File: src/rtl/alu_operand_sequencer_pkg.sv
// Shared definitions for the ALU operand sequencer.
// Holds the data width, register count and index width, the ALU opcode
// constants and the sequencer state encoding.
package alu_operand_sequencer_pkg;

  localparam int SEQ_W     = 16;
  localparam int SEQ_NREGS = 8;
  localparam int SEQ_AW    = $clog2(SEQ_NREGS);

  localparam logic [2:0] OP_NEG   = 3'd0;
  localparam logic [2:0] OP_INC   = 3'd1;
  localparam logic [2:0] OP_ADC   = 3'd2;
  localparam logic [2:0] OP_ADDSH = 3'd3;
  localparam logic [2:0] OP_AND   = 3'd4;
  localparam logic [2:0] OP_OR    = 3'd5;
  localparam logic [2:0] OP_PACK  = 3'd6;
  localparam logic [2:0] OP_RSVD  = 3'd7;

  typedef enum logic [1:0] {
    ST_IDLE = 2'd0,
    ST_READ = 2'd1,
    ST_EXEC = 2'd2,
    ST_WB   = 2'd3
  } seq_state_e;

endpackage

File: src/rtl/alu_operand_sequencer_seq_regfile.sv
// NREGS x W register file for the operand sequencer.
// Ports:
//   clk, rst                        clock, synchronous active-high reset
//   ld_en/ld_addr/ld_data           direct load write
//   wb_en/wb_addr/wb_data           writeback write (wins over a load to the same index)
//   rd_en/rd_addr_a/rd_addr_b       capture strobe and indices for the two operand reads
//   rd_data_a/rd_data_b             registered operand read data
//   dbg_addr/dbg_data               combinational debug read
module alu_operand_sequencer_seq_regfile
  import alu_operand_sequencer_pkg::*;
#(
  parameter int NREGS = SEQ_NREGS,
  parameter int W     = SEQ_W,
  localparam int AW   = $clog2(NREGS)
) (
  input  logic          clk,
  input  logic          rst,
  input  logic          ld_en,
  input  logic [AW-1:0] ld_addr,
  input  logic [W-1:0]  ld_data,
  input  logic          wb_en,
  input  logic [AW-1:0] wb_addr,
  input  logic [W-1:0]  wb_data,
  input  logic          rd_en,
  input  logic [AW-1:0] rd_addr_a,
  input  logic [AW-1:0] rd_addr_b,
  output logic [W-1:0]  rd_data_a,
  output logic [W-1:0]  rd_data_b,
  input  logic [AW-1:0] dbg_addr,
  output logic [W-1:0]  dbg_data
);

  logic [W-1:0] rf [NREGS];

  always_ff @(posedge clk) begin
    if (rst) begin
      for (int i = 0; i < NREGS; i++) rf[i] <= '0;
      rd_data_a <= '0;
      rd_data_b <= '0;
    end else begin
      for (int i = 0; i < NREGS; i++) begin
        if (wb_en && (wb_addr == AW'(i)))      rf[i] <= wb_data;
        else if (ld_en && (ld_addr == AW'(i))) rf[i] <= ld_data;
      end
      // Reads sample the pre-edge contents, so a same-edge load is not seen.
      if (rd_en) begin
        rd_data_a <= rf[rd_addr_a];
        rd_data_b <= rf[rd_addr_b];
      end
    end
  end

  assign dbg_data = rf[dbg_addr];

endmodule

File: src/rtl/alu_operand_sequencer.sv
// Multicycle operand sequencer in front of a combinational 16-bit ALU.
// Accepts one command per valid/ready handshake, reads both operands,
// drives the ALU, captures its result/flags and writes the result back.
// Ports:
//   clk, rst                         clock, synchronous active-high reset
//   cmd_valid/cmd_ready              command handshake (ready only in IDLE)
//   cmd_opc/cmd_rd/cmd_rs/cmd_rt     opcode, destination and source indices
//   cmd_cin                          carry-in for add-with-carry
//   ld_en/ld_addr/ld_data            direct register load
//   alu_a/alu_b/alu_c/alu_opc        to the ALU
//   alu_w/alu_zer/alu_neg            from the ALU
//   done/err                         completion pulse, reserved-opcode error
//   result/flag_z/flag_n             last written-back result and flags
//   dbg_addr/dbg_data                combinational register debug read
//
// state | meaning
// IDLE  | waiting for a command, cmd_ready high
// READ  | operand registers capture rf[rs], rf[rt], cin, opc
// EXEC  | ALU outputs valid; result and flags captured, done raised
// WB    | done/err visible; rf[rd] written unless opcode reserved
module alu_operand_sequencer
  import alu_operand_sequencer_pkg::*;
#(
  parameter int NREGS = SEQ_NREGS,
  parameter int W     = SEQ_W,
  localparam int AW   = $clog2(NREGS)
) (
  input  logic          clk,
  input  logic          rst,
  input  logic          cmd_valid,
  output logic          cmd_ready,
  input  logic [2:0]    cmd_opc,
  input  logic [AW-1:0] cmd_rd,
  input  logic [AW-1:0] cmd_rs,
  input  logic [AW-1:0] cmd_rt,
  input  logic          cmd_cin,
  input  logic          ld_en,
  input  logic [AW-1:0] ld_addr,
  input  logic [W-1:0]  ld_data,
  output logic [W-1:0]  alu_a,
  output logic [W-1:0]  alu_b,
  output logic          alu_c,
  output logic [2:0]    alu_opc,
  input  logic [W-1:0]  alu_w,
  input  logic          alu_zer,
  input  logic          alu_neg,
  output logic          done,
  output logic          err,
  output logic [W-1:0]  result,
  output logic          flag_z,
  output logic          flag_n,
  input  logic [AW-1:0] dbg_addr,
  output logic [W-1:0]  dbg_data
);

  seq_state_e    state;
  logic [2:0]    opc_q;
  logic [AW-1:0] rd_q;
  logic [AW-1:0] rs_q;
  logic [AW-1:0] rt_q;
  logic          cin_q;
  logic          rf_rd_en;
  logic          rf_wb_en;

  assign rf_rd_en = (state == ST_READ);
  // err is high exactly during WB of a reserved opcode, which suppresses the write.
  assign rf_wb_en = (state == ST_WB) && !err;

  // result is loaded from the ALU in EXEC, so it also serves as the writeback staging value.
  alu_operand_sequencer_seq_regfile #(
    .NREGS (NREGS),
    .W     (W)
  ) u_seq_regfile (
    .clk       (clk),
    .rst       (rst),
    .ld_en     (ld_en),
    .ld_addr   (ld_addr),
    .ld_data   (ld_data),
    .wb_en     (rf_wb_en),
    .wb_addr   (rd_q),
    .wb_data   (result),
    .rd_en     (rf_rd_en),
    .rd_addr_a (rs_q),
    .rd_addr_b (rt_q),
    .rd_data_a (alu_a),
    .rd_data_b (alu_b),
    .dbg_addr  (dbg_addr),
    .dbg_data  (dbg_data)
  );

  always_ff @(posedge clk) begin
    if (rst) begin
      state     <= ST_IDLE;
      cmd_ready <= 1'b1;
      done      <= 1'b0;
      err       <= 1'b0;
      result    <= '0;
      flag_z    <= 1'b0;
      flag_n    <= 1'b0;
      alu_c     <= 1'b0;
      alu_opc   <= OP_NEG;
      opc_q     <= OP_NEG;
      rd_q      <= '0;
      rs_q      <= '0;
      rt_q      <= '0;
      cin_q     <= 1'b0;
    end else begin
      done <= 1'b0;
      err  <= 1'b0;
      case (state)
        ST_IDLE: begin
          if (cmd_valid && cmd_ready) begin
            opc_q     <= cmd_opc;
            rd_q      <= cmd_rd;
            rs_q      <= cmd_rs;
            rt_q      <= cmd_rt;
            cin_q     <= cmd_cin;
            cmd_ready <= 1'b0;
            state     <= ST_READ;
          end
        end
        ST_READ: begin
          alu_c   <= cin_q;
          alu_opc <= opc_q;
          state   <= ST_EXEC;
        end
        ST_EXEC: begin
          // done/err are raised here so they are visible during the WB cycle.
          done <= 1'b1;
          err  <= (alu_opc == OP_RSVD);
          if (alu_opc != OP_RSVD) begin
            result <= alu_w;
            flag_z <= alu_zer;
            flag_n <= alu_neg;
          end
          state <= ST_WB;
        end
        ST_WB: begin
          cmd_ready <= 1'b1;
          state     <= ST_IDLE;
        end
        default: state <= ST_IDLE;
      endcase
    end
  end

endmodule
File: config.mk
export PLATFORM = sky130hd
export DESIGN_NAME = alu_operand_sequencer
export DESIGN_NICKNAME = d
export VERILOG_FILES = /design/src/rtl/alu_operand_sequencer_pkg.sv /design/src/rtl/alu_operand_sequencer_seq_regfile.sv /design/src/rtl/alu_operand_sequencer.sv
export SDC_FILE = /design/constraint.sdc
export NUM_CORES = 1
export LEC_CHECK = 0
export CAP_MARGIN = 5
export CORE_MARGIN = 2
export CORE_UTILIZATION = 30
export DETAILED_ROUTE_END_ITERATION = 6
export PLACE_DENSITY = 0.54
export SYNTH_ARGS = -nofsm -noshare
export SYNTH_HDL_FRONTEND = slang
export SYNTH_SLANG_ARGS = --single-unit
export TNS_END_PERCENT = 50
File: constraint.sdc
create_clock -name clk -period 6.3 [get_ports clk]
set_clock_uncertainty 0.1 [all_clocks]
set_input_delay 1.89 -clock clk [delete_from_list [all_inputs] [get_ports clk]]
set_output_delay 1.89 -clock clk [all_outputs]
set_load 0.1 [all_outputs]
==> flow_summary_export.csv <==
group,metric,value,unit
drt,wl_per_cell,22.1,um
pwr,ir_worst_vdd,0.189,mV
drt,drt_iter0_drc,610,
setup_path,cpMaxStageDelayCell,"clkdlybuf4s50_1",
final_layout,nets,1088,
pwr,pwr-share-comb,0.437,
global_route,gr-total-overflow,0,
synthesis,syn_nets,1016,
drt,met3WireLength,2050,um
timing,setup_viol,0,
global_route,grt_pass1_wl,51700,um
floorplan,fp.coreArea,37400,sq um
clock_network,clkLatencyLatePin,0.44,ns
setup_path,critPathMaxStageDelay,0.47,ns
synthesis,synthDistinctLibCells,43,
floorplan,dieWidth,198,um
final_layout,final_cell_mix,"edfxtp_1, clkdlybuf4s50_1, mux2i_1",
pwr,p_sw,2.25,mW
timing,max_slew_margin,0.256,
drt,wl,34200,um
timing,rsz0062_at_grt,"false",
timing,fin_tns_setup,0,ns
global_route,grt_max_degree,84,
setup_path,arrival,3.65,ns
timing,timing.final.max_slew_violations,0,
setup_path,cp-end-kind,"output pin",
synthesis,yosys_warnings,0,
clock_network,cts_setup_buffers,0,
global_route,grt_pass1_vias,7956,
job,cap_violations,0,
drt,drc,0,
synthesis,ys_ff_latch,200,
drt,vias,8171,
setup_path,crit_chain,"clkdlybuf4s50_1 -> buf_4 -> mux4_2 -> mux2_2 -> buf_12",
final_layout,register_area,5290,sq um
setup_path,r2r-start,"state[0]$_SDFFE_PP0P_",
timing,post-route-period-util,0.896,
synthesis,avgSynthCellArea,11.9,sq um
clock_network,cts_made_buffers,17,
clock_network,cts_tree,"built",
timing,fin_crit,5.64,ns
setup_path,critPathMaxFanout,32,
clock_network,cts_buffer_depth,2,
synthesis,syn-cell-area,11300,sq um
drt,drt-met1-wl,17400,um
pwr,power_density,379,nW/um^2
setup_path,worst-endpoint-required,4.31,ns
clock_network,cts_resized,0,
final_layout,fin_util,0.366,
clock_network,cts-htree-levels,4,
pwr,p_int,2.94,mW
final_layout,area_growth,21.0,%
placement,port_buffers,129,
synthesis,synthFlopType,"edfxtp_1",
setup_path,cp_top_family,"buffers and inverters",
pwr,leakage,4.65,nW
global_route,grt_use_total,0.174,
pwr,switching_share,0.433,
floorplan,rows,71,
drt,routed.top_layer,"met4",
setup_path,cp.buffers_inverters,3,
final_layout,final_common_cell,"edfxtp_1",
min_path,hold_start,"cin_q$_SDFFE_PP0P_",
floorplan,ioPinCount,130,
final_layout,fillCellCount,3664,
drt,wl_met2,14400,um
clock_network,clockRootBuffer,"clkbuf_16",
final_layout,drive_gt1_frac,0.193,
synthesis,synthCells,954,
global_route,grt_antenna_before_repair,0,
floorplan,start_util,0.303,
pwr,power_frac_clock,0.223,
placement,routabilityCongestion,0.798,
status,status,"finished clean",
clock_network,clk_pin_slew,0.07,ns
synthesis,synth-edff-count,128,
setup_path,path_class,"input port to output pin",
floorplan,die-area,39300,sq um
clock_network,postCtsHoldBufs,0,
floorplan,die_h,198,um
min_path,hp-class,"flip-flop to flip-flop",
timing,finalHoldViolCount,0,
setup_path,critPathLaunchType,"input port",
setup_path,worstSetupStartpoint,"dbg_addr[1]",
pwr,power,5.20,mW
timing,max_freq,177,MHz
drt,firstDrtPassIters,4,
final_layout,multi_input_area,5550,sq um
clock_network,cts.sinks,200,
synthesis,yosysSeqAreaShare,0.467,
timing,tightest_slew,1.12,ns
synthesis,synthArstFlopShare,0,
pwr,seq_power_share,0.339,
drt,drt-vias-per-instance,5.28,
placement,hpwl,25000,um
final_layout,n_antenna_cell,0,
drt,ant_nets,0,
-- logic make-up after synthesis --
kind of cell             count (synthesis)  share of synthesized area
AO/OA/AOI/OAI                          231                      0.161
multiplexers                           212                      0.232
AND/OR/NAND/NOR                        208                     0.0910
flip-flops                             200                      0.467
buffers and inverters                   98                     0.0441
adder cells (fa/ha/maj)                  5                    0.00552
-- power by group through the flow --
stage	combinational (mW)	clock [mW]	sequential, mW
6_report	2.27	1.16	1.76
5_1_grt	2.41	1.23	1.79
4_1_cts	2.29	1.18	1.76
3_5_place_dp	2.29	0	1.79
3_3_place_gp	2.27	0	1.78
2_1_floorplan	0.963	0	2.53
-- worst register-to-register path, cell delays in order (launching register included) --
cell and delay [ns]:
dfxtp_1 0.39, ha_1 0.32, nand2b_1 0.27, nor2_2 0.90
or3_1 0.81
-- metal layers --
layer	GRT usage	vias up
li1	-	3850
met1	0.266	4035
met2	0.250	262
met3	0.0351	24
met4	0.0384	0
met5	0	-
-- cell type report --
class	count	share of cell area
multi-input combinational	656	0.405
tap	511	0.0467
sequential	200	0.386
clock inverter	13	0.0131
timing repair buffer	149	0.117
inverter	2	0.000548
clock buffer	18	0.0313
-- stage by stage --
stage | cells | area [sq um] | setup WS (ns) | hold slack [ns]
floorplan | 954 | 11300 | 0.894 | 0.336
global placement | 1518 | 13100 | 0.668 | 0.343
detailed placement | 1518 | 13100 | 0.668 | 0.348
CTS | 1549 | 13700 | 0.659 | 0.359
global route | 1549 | 13700 | 0.596 | 0.389
finish | 1549 | 13700 | 0.656 | 0.356
-- cell usage after synthesis, drive strengths merged (2+ instances only) --
cell,n,share of area
nand3,5,0.0027
a221o,29,0.026
o221ai,3,0.0023
mux2,80,0.080
o22ai,30,0.017
inv,2,0.00066
or3,6,0.0033
ha,5,0.0055
edfxtp,128,0.34
nand2b,4,0.0022
o21ai,4,0.0021
nand3b,2,0.0013
nor2,81,0.029
dfxtp,72,0.13
mux2i,100,0.088
a22o,96,0.074
nor4,3,0.0056
nor3,6,0.0044
a22oi,3,0.0020
a21oi,33,0.015
nand2,70,0.023
clkbuf,42,0.014
or2b,2,0.0013
a211oi,32,0.021
nor2b,22,0.012
buf,54,0.030
mux4,32,0.064
or3b,3,0.0028
-- final timing paths --
path / end / slack (ns) / cells after the start
setup / recovery: dbg_data[13] / 0.66 / 5
hold / removal: cin_q$_SDFFE_PP0P_ / 0.36 / 2
setup reg to reg: u_seq_regfile.rf[3][2]$_SDFFCE_PN0P_ / 3.13 / 4
hold reg to reg: cin_q$_SDFFE_PP0P_ / 0.36 / 2
-- registers in the layout, summed over array words and instances, names as in the netlist --
name / flops
opc_q: 3
alu_c: 1
state: 2
err: 1
flag_z: 1
cmd_ready: 1
alu_opc: 3
done: 1
u_seq_regfile.rf: 128
flag_n: 1
u_seq_regfile.rd_data_b: 16
rs_q: 3
result: 16
u_seq_regfile.rd_data_a: 16
rt_q: 3
rd_q: 3
cin_q: 1
Power figures use the tool's default switching activity.
